==> config.mk <==
export PLATFORM = sky130hd
export DESIGN_NAME = ps2_scan_receiver
export DESIGN_NICKNAME = d
export VERILOG_FILES = /design/src/rtl/ps2_scan_receiver.sv
export SDC_FILE = /design/constraint.sdc
export NUM_CORES = 1
export LEC_CHECK = 0
export ABC_AREA = 1
export ABC_CLOCK_PERIOD_IN_PS = 1750
export CAP_MARGIN = 15
export CORE_UTILIZATION = 30
export DETAILED_ROUTE_END_ITERATION = 8
export HOLD_SLACK_MARGIN = 0.12
export SYNTH_ARGS = -nofsm -noshare
export SYNTH_HDL_FRONTEND = slang
export SYNTH_SLANG_ARGS = --single-unit
export TNS_END_PERCENT = 30
==> constraint.sdc <==
create_clock -name clk -period 1.75 [get_ports clk]
set_clock_uncertainty 0.05 [all_clocks]
set_input_delay 0.4375 -clock clk [delete_from_list [all_inputs] [get_ports clk]]
set_output_delay 0.4375 -clock clk [all_outputs]
set_load 0.01 [all_outputs]
==> src/rtl/ps2_scan_receiver.sv <==
// PS/2 keyboard receiver: synchronizes and filters the PS/2 lines, deframes 11-bit frames and
// decodes set-2 E0/F0 prefixes into scan_code/extended/make_break with a one-cycle valid strobe.
module ps2_scan_receiver #(
    parameter int unsigned FILTER_LEN     = 8,
    parameter int unsigned TIMEOUT_CYCLES = 75000
) (
    input  logic       clk,
    input  logic       reset,
    input  logic       ps2_clk,
    input  logic       ps2_dat,
    output logic [7:0] scan_code,
    output logic       extended,
    output logic       make_break,
    output logic       valid,
    output logic       frame_err
);

    localparam int unsigned FiltW = $clog2(FILTER_LEN + 1);
    localparam int unsigned ToW   = $clog2(TIMEOUT_CYCLES + 1);
    localparam logic [FiltW-1:0] FiltLast = FiltW'(FILTER_LEN - 1);
    localparam logic [ToW-1:0]   ToLast   = ToW'(TIMEOUT_CYCLES - 1);

    typedef enum logic [1:0] {
        StIdle,
        StData,
        StParity,
        StStop
    } state_e;

    // Input synchronizers
    logic clk_meta_q, clk_sync_q;
    logic dat_meta_q, dat_sync_q;

    always_ff @(posedge clk) begin
        if (!reset) begin
            clk_meta_q <= 1'b1;
            clk_sync_q <= 1'b1;
            dat_meta_q <= 1'b1;
            dat_sync_q <= 1'b1;
        end else begin
            clk_meta_q <= ps2_clk;
            clk_sync_q <= clk_meta_q;
            dat_meta_q <= ps2_dat;
            dat_sync_q <= dat_meta_q;
        end
    end

    // Glitch filter: the filtered level flips only after FILTER_LEN consecutive differing samples
    logic             filt_clk_q;
    logic             filt_prev_q;
    logic [FiltW-1:0] filt_cnt_q;
    logic             fall;

    always_ff @(posedge clk) begin
        if (!reset) begin
            filt_clk_q  <= 1'b1;
            filt_prev_q <= 1'b1;
            filt_cnt_q  <= '0;
        end else begin
            filt_prev_q <= filt_clk_q;
            if (clk_sync_q == filt_clk_q) begin
                filt_cnt_q <= '0;
            end else if (filt_cnt_q == FiltLast) begin
                filt_clk_q <= clk_sync_q;
                filt_cnt_q <= '0;
            end else begin
                filt_cnt_q <= filt_cnt_q + 1'b1;
            end
        end
    end

    assign fall = filt_prev_q & ~filt_clk_q;

    // Frame deserializer
    state_e         state_q;
    logic [2:0]     bit_cnt_q;
    logic [7:0]     shift_q;
    logic           parity_ok_q;
    logic [ToW-1:0] to_cnt_q;
    logic           byte_ready_q;
    logic [7:0]     byte_q;
    logic           frame_err_q;
    logic           timeout;

    // A fall strobe in the same cycle wins over an expiring timeout
    assign timeout = (state_q != StIdle) && !fall && (to_cnt_q == ToLast);

    always_ff @(posedge clk) begin
        if (!reset) begin
            state_q      <= StIdle;
            bit_cnt_q    <= '0;
            shift_q      <= '0;
            parity_ok_q  <= 1'b0;
            to_cnt_q     <= '0;
            byte_ready_q <= 1'b0;
            byte_q       <= '0;
            frame_err_q  <= 1'b0;
        end else begin
            byte_ready_q <= 1'b0;
            frame_err_q  <= 1'b0;

            if (state_q == StIdle || fall) begin
                to_cnt_q <= '0;
            end else if (to_cnt_q != ToLast) begin
                to_cnt_q <= to_cnt_q + 1'b1;
            end

            if (timeout) begin
                state_q     <= StIdle;
                frame_err_q <= 1'b1;
            end else if (fall) begin
                unique case (state_q)
                    StIdle: begin
                        if (!dat_sync_q) begin
                            state_q   <= StData;
                            bit_cnt_q <= '0;
                        end
                    end
                    StData: begin
                        shift_q   <= {dat_sync_q, shift_q[7:1]};
                        bit_cnt_q <= bit_cnt_q + 1'b1;
                        if (bit_cnt_q == 3'd7) begin
                            state_q <= StParity;
                        end
                    end
                    StParity: begin
                        parity_ok_q <= ^{shift_q, dat_sync_q};
                        state_q     <= StStop;
                    end
                    StStop: begin
                        if (dat_sync_q && parity_ok_q) begin
                            byte_ready_q <= 1'b1;
                            byte_q       <= shift_q;
                        end else begin
                            frame_err_q <= 1'b1;
                        end
                        state_q <= StIdle;
                    end
                    default: state_q <= StIdle;
                endcase
            end
        end
    end

    assign frame_err = frame_err_q;

    // Prefix decoder
    logic ext_pending_q;
    logic brk_pending_q;

    always_ff @(posedge clk) begin
        if (!reset) begin
            ext_pending_q <= 1'b0;
            brk_pending_q <= 1'b0;
            scan_code     <= '0;
            extended      <= 1'b0;
            make_break    <= 1'b0;
            valid         <= 1'b0;
        end else begin
            valid <= 1'b0;
            if (frame_err_q) begin
                ext_pending_q <= 1'b0;
                brk_pending_q <= 1'b0;
            end else if (byte_ready_q) begin
                if (byte_q == 8'hE0) begin
                    ext_pending_q <= 1'b1;
                end else if (byte_q == 8'hF0) begin
                    brk_pending_q <= 1'b1;
                end else begin
                    scan_code     <= byte_q;
                    extended      <= ext_pending_q;
                    make_break    <= ~brk_pending_q;
                    valid         <= 1'b1;
                    ext_pending_q <= 1'b0;
                    brk_pending_q <= 1'b0;
                end
            end
        end
    end

endmodule

==> impl_summary.log <==
INFO  metric detail_route.first_pass.iterations = 4
INFO  metric critical_path.cell_chain = clkdlybuf4s50_1
INFO  metric timing.final.hold_violations = 0
INFO  metric vias = 2447
INFO  metric grt_pass1_wl = 9760 um
INFO  metric share_of_final_layout_standard_cells_stronger_than_drive_strength_1 = 0.0907
INFO  metric cap_violations = 0
INFO  metric placed_cells = 532
INFO  metric initial_utilization = 0.311
INFO  metric cpPeakStageDelay = 530 ps
INFO  metric synth_nets = 408
INFO  metric synth_simple_gate_area_frac = 0.286
INFO  metric synth_adder_area_share = 0.0347
INFO  metric cts.htree.levels = 3
INFO  metric synth_compound_area_frac = 0.131
INFO  metric worst_ep_arrival_time = 1200 ps
INFO  metric place_hpwl = 3890 um
INFO  metric critical_path_peak_fanout = 2
INFO  metric drc = 0
INFO  metric clockRootBuffer = clkbuf_8
INFO  metric clock_path_buffers = 2
INFO  metric post_synth_mux_area_share = 0
INFO  metric vias_per_cell = 4.47
INFO  metric antenna_cells_inserted = 0
INFO  metric slew_headroom = 0.713
INFO  metric floorplan.die_area = 10000 um2
INFO  metric crit-reg2reg-launch = to_cnt_q[0]$_SDFFE_PP0P_
INFO  metric rr_worst_depth = 8
INFO  metric status = finished, final reports clean
INFO  metric critPathRequiredTime = 1260 ps
INFO  metric rsz0062_at_grt = false
INFO  metric nNetsFinal = 426
INFO  metric sink_of_the_worst_hold_path = dat_sync_q$_SDFF_PN1_
INFO  metric crit_path_start_kind = flip-flop
INFO  metric rows = 35
INFO  metric clkSlewWorstSetupHoldPaths = 80 ps
INFO  metric grt_max_degree = 26
INFO  metric holdPathStages = 1
INFO  metric grt_resource_usage_total = 0.123
INFO  metric mostFrequentLayoutCells = nand2_1, dfxtp_1, a21oi_1, inv_1, nor2_1
INFO  metric pin_count = 16
INFO  metric layout.cells.non_filler = 548
INFO  metric syn_inst = 396
INFO  metric setup.worst_path.class = reg -> out
INFO  metric cts_buffers = 9
INFO  metric synth_cell_type_count = 29
INFO  metric power_leakage = 1.39 nW
INFO  metric core_area = 9280 um2
INFO  metric register_area = 1280 um2
INFO  metric io_buffers = 15
INFO  metric grt_antenna_before_repair = 0
INFO  metric hold_start = dat_meta_q$_SDFF_PN1_
INFO  metric die-width = 100 um
INFO  metric min_path_type = reg -> reg
INFO  metric slowest_stage = clkdlybuf4s50_1
INFO  metric insertion_delay = 340 ps
INFO  metric final_min_period_over_clock_period = 0.965
INFO  metric route.final.wire_length = 5410 um
INFO  metric worst_r2r_endpoint = to_cnt_q[12]$_SDFFE_PP0P_
INFO  metric vias_in_the_first_global_route = 2273
INFO  metric synthesis.area_per_instance = 7.29 um2
INFO  metric final.min_clock_period = 1690 ps
INFO  metric worst_ir_drop_vdd = 352 uV
INFO  metric tightestPinTransition = 429 ps
INFO  metric remaining_antenna_violation_count = 0
INFO  metric hold-worst-slack = 367 ps
INFO  metric seq_area_frac_synth = 0.444
INFO  metric tritoncts = done
INFO  metric ys_seq_elements = 64
INFO  metric timing.critical_path.max_delay_family = buffers and inverters
INFO  metric total_congestion_overflow = 0
INFO  metric most_common_cell_after_layout_fill_and_taps_aside = nand2_1
INFO  metric detailedRoute.firstIterationViolations = 128
INFO  metric gp_congestion = 0.792
INFO  metric synth-xor-area-share = 0.0212
INFO  metric count_of_warnings_emitted_by_yosys = 0
INFO  metric final.fill_count = 976
INFO  metric max_freq = 592 MHz
INFO  metric area.growth.synth_to_final = 18.2%
INFO  metric crit_buf_inv = 1
INFO  metric average_wire_per_standard_cell = 9.87 um
INFO  metric power-per-cell-area = 822 nW/um2
INFO  metric multi_input_area = 1370 um2
INFO  metric timing.final.setup_violations = 0
INFO  metric timing_max_transition_violations_final = 0
INFO  metric timing.critical_path.to_type = output port
INFO  metric r2r_setup_slack = 210 ps
INFO  metric clock_sink_count = 64
INFO  metric mappedNetlistArea = 2890 um2
INFO  metric cts_hold_buf = 0
INFO  metric dominant_combinational_cell_family_by_area_after_synthesis = simple AND/OR/NAND/NOR gates
INFO  metric floorplan.die.height = 100 um
## per-layer routing
metal,track usage,vias to the layer above,wire length (um)
met5,0,-,0
met4,0.0613,0,93
met3,0.0397,8,199
met2,0.202,38,2440
met1,0.146,1081,2680
li1,-,1320,-
## metrics by stage
stage / setup WS (ps) / utilization / instance area, um2 / power (mW) / setup TNS, ps
floorplan: 349 / - / 2890 / 1.53 / 0
global placement: 23.4 / 0.344 / 3190 / 1.55 / 0
detailed placement: -37.4 / 0.344 / 3190 / 1.55 / -89.8
CTS: 17.9 / 0.366 / 3400 / 2.85 / 0
global route: 0.533 / 0.368 / 3410 / 2.94 / 0
finish: 60.5 / 0.368 / 3410 / 2.80 / 0
## kinds of logic (layout without fill, tap and decap cells)
kind of cell / after synthesis / after routing
xor gates and xnor gates: 7 / 7
and+or+nand+nor: 181 / 181
DFF: 64 / 64
buffers and inverters: 62 / 85
adders and majority gates: 8 / 8
AOI/OAI and AO/OA: 74 / 74
## how the worst max path moves through the flow
stage	startpoint	end	slack, ps	cells after the start
floorplan	to_cnt_q[0]$_SDFFE_PP0P_	to_cnt_q[12]$_SDFFE_PP0P_	350	8
global placement	reset	filt_cnt_q[0]$_SDFF_PP0_	20	5
detailed placement	reset	filt_cnt_q[3]$_SDFF_PP0_	-40	5
CTS	extended$_SDFFE_PN0P_	extended	20	1
global route	scan_code[2]$_SDFFE_PN0P_	scan_code[2]	0.5	1
finish	scan_code[4]$_SDFFE_PN0P_	scan_code[4]	60	1
## power by group
| group | internal (mW) | total, mW | leakage (nW) | switching (mW) |
|---|---|---|---|---|
| clock | 0.701 | 1.29 | 0.0989 | 0.588 |
| sequential | 1.46 | 1.46 | 0.516 | 0.00339 |
| combinational | 0.0232 | 0.0520 | 0.775 | 0.0288 |
## cell type report
| class | count | area share |
|---|---|---|
| Tap cell | 129 | 0.0473 |
| Clock inverter | 6 | 0.0198 |
| Multi-Input combinational cell | 270 | 0.401 |
| Timing Repair Buffer | 20 | 0.0620 |
| Inverter | 49 | 0.0539 |
| Clock buffer | 10 | 0.0403 |
| Sequential cell | 64 | 0.375 |
## state kept, by name (all words and copies together) (netlist names)
register       cells
byte_ready_q       1
valid              1
bit_cnt_q          3
parity_ok_q        1
clk_meta_q         1
scan_code          8
clk_sync_q         1
brk_pending_q      1
filt_prev_q        1
to_cnt_q          17
shift_q            8
state_q            2
ext_pending_q      1
filt_clk_q         1
dat_meta_q         1
extended           1
make_break         1
byte_q             8
frame_err          1
filt_cnt_q         4
dat_sync_q         1
## synth_stat cells
master | instances | area, um2
nand2_1 | 80 | 300
xor2_1 | 3 | 26.3
ha_1 | 8 | 100
nor2_1 | 42 | 158
xnor2_1 | 4 | 35.0
dfxtp_1 | 64 | 1280
o21ai_0 | 22 | 110
inv_2 | 3 | 11.3
nor3_1 | 4 | 20.0
nand3b_1 | 2 | 15.0
a21oi_1 | 49 | 245
nor3_4 | 1 | 16.3
inv_1 | 46 | 173
nand4_1 | 7 | 43.8
o21a_1 | 1 | 7.51
nand3_2 | 1 | 10.0
nor3_2 | 1 | 10.0
buf_1 | 2 | 7.51
buf_2 | 5 | 25.0
nand2_4 | 1 | 11.3
o211ai_1 | 2 | 15.0
nor2_4 | 2 | 22.5
clkbuf_2 | 1 | 5.00
nand3_1 | 31 | 155
or2_2 | 4 | 25.0
clkbuf_1 | 5 | 18.8
or2_0 | 3 | 18.8
and3_2 | 1 | 7.51
nand4_2 | 1 | 12.5
## timing repair
| action | CTS | global route |
|---|---|---|
| buffers inserted | 0 | 0 |
| endpoints found under the setup margin | 1 | 6 |
| gates cloned | 0 | 0 |
| resized for setup | 1 | 7 |
No activity file was read; power rests on OpenSTA's default activity.
